<file path="config.mk">
export PLATFORM = sky130hd
export DESIGN_NAME = button_conditioner
export DESIGN_NICKNAME = d
export VERILOG_FILES = /design/src/rtl/button_conditioner.sv
export SDC_FILE = /design/constraint.sdc
export NUM_CORES = 1
export LEC_CHECK = 0
export ABC_AREA = 0
export CORE_ASPECT_RATIO = 2
export CORE_MARGIN = 3
export CORE_UTILIZATION = 60
export DETAILED_ROUTE_END_ITERATION = 10
export PLACE_DENSITY = 0.88
export SYNTH_ARGS = -nofsm -noshare
export SYNTH_HDL_FRONTEND = slang
export SYNTH_SLANG_ARGS = --single-unit
export TNS_END_PERCENT = 5
</file>
<file path="constraint.sdc">
create_clock -name Clk -period 2.6 [get_ports Clk]
set_clock_uncertainty 0.2 [all_clocks]
set_input_delay 0.52 -clock Clk [delete_from_list [all_inputs] [get_ports Clk]]
set_output_delay 0.52 -clock Clk [all_outputs]
set_load 0.005 [all_outputs]
</file>
<file path="src/rtl/button_conditioner.sv">
// button_conditioner: per-button synchronizer, debounce FSM and auto-repeat.
// Outputs are decoded from FSM state only, so btn_in has no combinational path to them.
module button_conditioner #(
  parameter int N_BTN      = 4,
  parameter int DBNC_CNT   = 1000000,
  parameter int REPEAT_CNT = 25000000
) (
  input  logic             Clk,
  input  logic             Reset,
  input  logic [N_BTN-1:0] btn_in,
  output logic [N_BTN-1:0] btn_db,
  output logic [N_BTN-1:0] btn_pulse,
  output logic [N_BTN-1:0] btn_rpt
);
  localparam int DW = $clog2(DBNC_CNT);
  localparam int RW = (REPEAT_CNT > 0) ? $clog2(REPEAT_CNT + 1) : 1;
  localparam logic [DW-1:0] DLAST = DW'(DBNC_CNT - 1);
  localparam logic [RW-1:0] RLAST = RW'((REPEAT_CNT > 0) ? REPEAT_CNT - 1 : 0);
  typedef enum logic [2:0] {IDLE, WAIT_PRESS, PULSE, HELD, REPEAT, WAIT_RELEASE} state_e;
  for (genvar i = 0; i < N_BTN; i++) begin : g_ch
    state_e        state_q, state_d;
    logic [1:0]    sync_q, sync_d;
    logic [DW-1:0] cnt_q, cnt_d;
    logic [RW-1:0] rpt_q, rpt_d;
    logic          s, db, pl, rp;
    assign sync_d = {sync_q[0], btn_in[i]};
    assign s      = sync_q[1];
    always_ff @(posedge Clk) begin
      if (!Reset) begin
        sync_q  <= '0;
        state_q <= IDLE;
        cnt_q   <= '0;
        rpt_q   <= '0;
      end else begin
        sync_q  <= sync_d;
        state_q <= state_d;
        cnt_q   <= cnt_d;
        rpt_q   <= rpt_d;
      end
    end
    always_comb begin
      state_d = state_q;
      cnt_d   = cnt_q;
      rpt_d   = rpt_q;
      case (state_q)
        IDLE: if (s) begin
          state_d = WAIT_PRESS;
          cnt_d   = '0;
        end
        WAIT_PRESS: if (!s) begin
          state_d = IDLE;
          cnt_d   = '0;
        end else if (cnt_q == DLAST) state_d = PULSE;
        else cnt_d = cnt_q + 1'b1;
        PULSE: begin
          state_d = HELD;
          rpt_d   = '0;
        end
        HELD: if (!s) begin
          state_d = WAIT_RELEASE;
          cnt_d   = '0;
        end else if (REPEAT_CNT != 0 && rpt_q == RLAST) state_d = REPEAT;
        else if (REPEAT_CNT != 0) rpt_d = rpt_q + 1'b1;
        REPEAT: begin
          state_d = HELD;
          rpt_d   = '0;
        end
        WAIT_RELEASE: if (s) begin
          state_d = HELD;
          rpt_d   = '0;
        end else if (cnt_q == DLAST) state_d = IDLE;
        else cnt_d = cnt_q + 1'b1;
        default: state_d = IDLE;
      endcase
    end
    always_comb begin
      db = state_q inside {PULSE, HELD, REPEAT, WAIT_RELEASE};
      pl = state_q == PULSE;
      rp = state_q == PULSE || state_q == REPEAT;
    end
    assign btn_db[i]    = db;
    assign btn_pulse[i] = pl;
    assign btn_rpt[i]   = rp;
  end
endmodule

</file>
## Word level (Yosys, flattened, before mapping)

Cells that the tools add are included.

| word-level totals | value |
|---|---|
| register bits | 200 |
| input port bits | 6 |
| output and inout port bits | 12 |

| operators by class | value |
|---|---|
| add/subtract/negate cells | 8 |
| equality and inequality tests | 64 |
| mux-type cells | 72 |
| reductions and logical operators | 36 |

Operators with widths:

| kind | number |
|---|---|
| $mux W20 | 20 |
| $pmux W20 S4 | 4 |
| $mux W25 | 12 |
| $pmux W25 S3 | 4 |
| $add A25 B1 Y25 const B | 4 |
| $eq A25 B25 Y1 const B | 4 |
| $mux W3 | 28 |
| $add A20 B1 Y20 const B | 4 |
| $eq A20 B20 Y1 const B | 4 |
| $pmux W3 S5 | 4 |
| $ne A2 B2 Y1 const B | 24 |
| $reduce_and A4 Y1 | 12 |
| $ne A3 B3 Y1 const B | 12 |
| $reduce_bool A4 Y1 | 8 |
| $eq A3 B2 Y1 const B | 8 |
| $eq A3 B3 Y1 const B | 8 |
| $eq A3 B1 Y1 const B | 4 |
| $logic_not A3 Y1 | 4 |
| $reduce_bool A3 Y1 | 4 |
| $reduce_or A2 Y1 | 4 |
| $logic_or A1 B1 Y1 | 4 |

## Depth between registers and ports, before layout

| logic depth | value |
|---|---|
| depth in word-level cells | 4 |
| depth in mapped cells | 9 |

## Worst setup path after synthesis

OpenSTA, ideal clock, no wires.

| path | value |
|---|---|
| kind | flip-flop to flip-flop |
| start | register g_ch[0].cnt_q[0] |
| end | register g_ch[0].cnt_q[18] |
| data arrival time | 1928 ps |
| data required time | 2283 ps |
| path slack | 355 ps |
| cell stages (with the launch flop) | 8 |
| clock period less this slack | 2245 ps |
| cells stage by stage | dfxtp_1 > ha_1 > and2_1 > clkbuf_1 > nand3_1 > or4_1 > a22o_1 > a22o_1 |

| between the ends | value |
|---|---|
| cells in the longest elaborated chain, start to end | 4 |
| elaborated cells between the ends (all ways) | 6 |

Ends and longest elaborated chain:

| what | RTL line | text |
|---|---|---|
| start, declared | 23 | `logic [DW-1:0] cnt_q, cnt_d;` |
| start signal, assigned | 37 | `cnt_q <= cnt_d;` |
| $add A20 B1 Y20 / $eq A20 B20 Y1 (equally long branches) | n/a |  |
| $mux W20 * | 53, 71 |  |
| $mux W20 (on tied branches) | 68, 50 |  |
| $pmux W20 S4 * | 45 | `case (state_q)` |

Every way passes the cells marked *; elsewhere a longest branch is shown, timed or not. The select of a mux whose other input is x is not followed.
A chain may end at the register's enable or synchronous reset.

## Worst setup path after layout

| path | value |
|---|---|
| start | register g_ch[1].state_q[2] |
| end | output port btn_rpt[1] |

| between the ends | value |
|---|---|
| cells in the longest elaborated chain, start to end | 2 |
| elaborated cells between the ends (all ways) | 3 |

Ends and longest elaborated chain:

| what | RTL line | text |
|---|---|---|
| start, declared | 21 | `state_e state_q, state_d;` |
| start signal, assigned | 36 | `state_q <= state_d;` |
| $eq A3 B2 Y1 / $eq A3 B3 Y1 (equally long branches) | 79 | `rp = state_q == PULSE \|\| state_q == REPEAT;` |
| $logic_or A1 B1 Y1 * | 79 |  |
| end, declared | 13 | `output logic [N_BTN-1:0] btn_rpt` |

Every way passes the cells marked *; elsewhere a longest branch is shown, timed or not.

==> metrics.cfg <==
[floorplanning]
row_count=70
die_w_um=102.7
ios=18
die_h_um=199.3
core_area_um2=18310
start_util_pct=61.24
die_area_um2=20460

[pwr]
p_int_mw=4.593
totalPowerFinal_mw=6.173
combPwrFrac_pct=7.1
power.share.clock_pct=42.5
p_leak_nw=3.892
ir_drop_v=0.0003892
p_sw_mw=1.580
switching_share_pct=25.60
p_per_area_nw_per_um2=500.3
pwr-share-seq_pct=50.5

[layout]
multi_input_area_um2=6739
area_growth_pct=10.07
finalNonFillerCells=1620
postLayoutCellArea_um2=12340
final_util_pct=67.40
nets=1405
fill_cells=1463
drive_gt1_share_pct=10.90
seq_area_um2=4020
diodes=0

[worst_setup_path]
crit_type=reg -> out
worstPathRequired_ns=1.88
reg2reg_depth=5
endpoint_kind=output port
path_max_fanout=11
arrival_ns=1.89
worst_setup_path_start_kind=flop

[clocking]
cts-root-buf=clkbuf_16
tritoncts=yes
cts_buffers=17
clk_latency_ns=0.45
cts_htree_levels=4
cts_buffer_depth=2
clock-sinks=200
clkTransAtPathRegs_ns=0.08

[sta]
max_freq_mhz=383.4
worst_pin_slew_ns=0.7113
slew_headroom_pct=52.53
slew_violations=0
fin_hold_ws_ns=0.2366
hold_violations=0
rsz0062_at_grt=true
min_period_ns=2.608
fin_ws_ns=-0.007990
fin_tns_setup_ns=-0.007990
period_share_pct=100.3
setup_violations=1

[synth]
synth_edf_count=0
avgSynthCellArea_um2=8.129
synth_warnings=0
synth_top_cell_by_area=dfxtp_1
synthTopCellsByArea=dfxtp_1 36%, a21oi_1 4.7%, or4_1 4.4%
synthFlopType=dfxtp_1
synthTopCellsByCount=200 x dfxtp_1, 125 x nand2_1, 105 x a21oi_1
yosysSeqAreaShare_pct=35.72
ys_ff_latch=200
synth.most_common_cell=dfxtp_1
async_reset_ff_share_pct=0
synth_top_area_share_pct=35.72
netlist_instances=1379
yosys.cell_types.count=80
netlist_area_um2=11210
syn-num-nets=1393

[grt]
grt_max_degree=33
first_global_vias=10570
grt_usage_pct=27.26
grt.overflow.total=0
grt_pass1_wl_um=46410
antenna_found_initial=0

[flow_run]
cap_viol_max_count=0

[placed_design]
routabilityCongestion=0.8987
port_buffers=17
place_ws_ns=0.009694
dp_cells=1588
placed_cell_area_um2=11710
dp_hpwl_um=19430

[routing]
drt-total-wl_um=27220
via_per_inst=6.675
drc=0
routedWlPerCell_um=16.80
dr.first_iter.drc_count=526
drt_first_pass_iters=7
antenna_left=0
vias=10810

[status]
violations=negative setup slack
outcome=finished, violations left

[worst_hold_path]
min_path_type=reg -> reg
hold_depth=1

area by class of cell:
type	count	share of cell area (%)
inverter	24	0.7301
multi-input combinational	1071	54.62
sequential	200	32.58
timing repair buffer	77	5.253
tap	216	2.190
clock buffer	18	3.478
clock inverter	14	1.146
critical path: stages (launching register included):
cell,delay (ns)
dfxtp_1,0.35
buf_4,0.18
nand2b_2,0.24
a21oi_2,0.16
clkdlybuf4s50_1,0.51
cell usage in the layout (no fill, tap or decap), types with 8 or more instances in the layout:
master / Yosys / final
dfxtp_1: 200 / 193
nand2_1: 125 / 125
a21oi_1: 105 / 102
nor2_1: 89 / 85
nand3_1: 78 / 78
or4_1: 66 / 66
buf_4: 15 / 58
o31ai_1: 51 / 51
or3_1: 46 / 46
nand4_1: 45 / 45
nor4_1: 41 / 40
o21ai_0: 40 / 40
nand2b_1: 39 / 37
xnor2_1: 35 / 34
nor3_1: 29 / 28
inv_1: 24 / 23
mux2i_1: 23 / 23
and2_1: 23 / 23
and3_1: 21 / 21
and4_1: 18 / 18
clkbuf_16: 0 / 17
clkdlybuf4s50_1: 0 / 16
o211ai_1: 14 / 14
o21ai_1: 13 / 13
nand3b_1: 11 / 11
a21o_1: 9 / 9
a21oi_2: 5 / 8
ha_1: 8 / 8
flip-flops by register name, summed over array words and instances (netlist names):
| signal | cells |
|---|---|
| g_ch.state_q | 12 |
| g_ch.sync_q | 8 |
| g_ch.cnt_q | 80 |
| g_ch.rpt_q | 100 |
power by group through the flow:
stage	Clock (mW)	Combinational (mW)	Sequential, mW
2_1_floorplan	0	0.311	3.18
3_3_place_gp	0	0.407	3.19
3_5_place_dp	0	0.418	3.19
4_1_cts	2.65	0.426	3.12
5_1_grt	2.77	0.480	3.12
6_report	2.62	0.435	3.12
per-layer routing:
| metal | share of wire, % | track usage (%) | wire, um |
|---|---|---|---|
| met3 | 3.5 | 3.739 | 951 |
| met5 | 0 | 0 | 0 |
| met1 | 36 | 27.17 | 9863 |
| met4 | 4.1 | 15.33 | 1120 |
| met2 | 56 | 51.92 | 15280 |
what timing repair did:
item | CTS | global route
hold buffers | 0 | 0
setup buffers | 0 | 0
pin swaps | 0 | 2
resized for setup | 14 | 10
hold endpoints to repair | 0 | 0
setup endpoints to repair | 11 | 11
path summary, 6_finish.rpt:
| check | start | to | slack, ns |
|---|---|---|---|
| worst min-delay path | g_ch[0].sync_q[0] | g_ch[0].sync_q[1] | 0.24 |
| worst max register to register | g_ch[3].state_q[0] | g_ch[3].cnt_q[12] | 0.17 |
| worst min register to register | g_ch[0].sync_q[0] | g_ch[0].sync_q[1] | 0.24 |
| worst max-delay path | g_ch[1].state_q[2] | btn_rpt[1] | -0.008 |
cell families (layout without fill, tap and decap cells):
| family | count (synthesis) | in the layout | synth area share [%] |
|---|---|---|---|
| DFF | 200 | 200 | 35.72 |
| adders and majority gates | 8 | 8 | 0.8930 |
| xor gates and xnor gates | 44 | 44 | 3.572 |
| muxes | 23 | 23 | 2.054 |
| buffers and inverters | 108 | 133 | 4.632 |
| and+or+nand+nor | 689 | 689 | 35.38 |
| AOI/OAI and AO/OA | 307 | 307 | 17.75 |
Note: power is estimated with default switching activity, not from simulation.
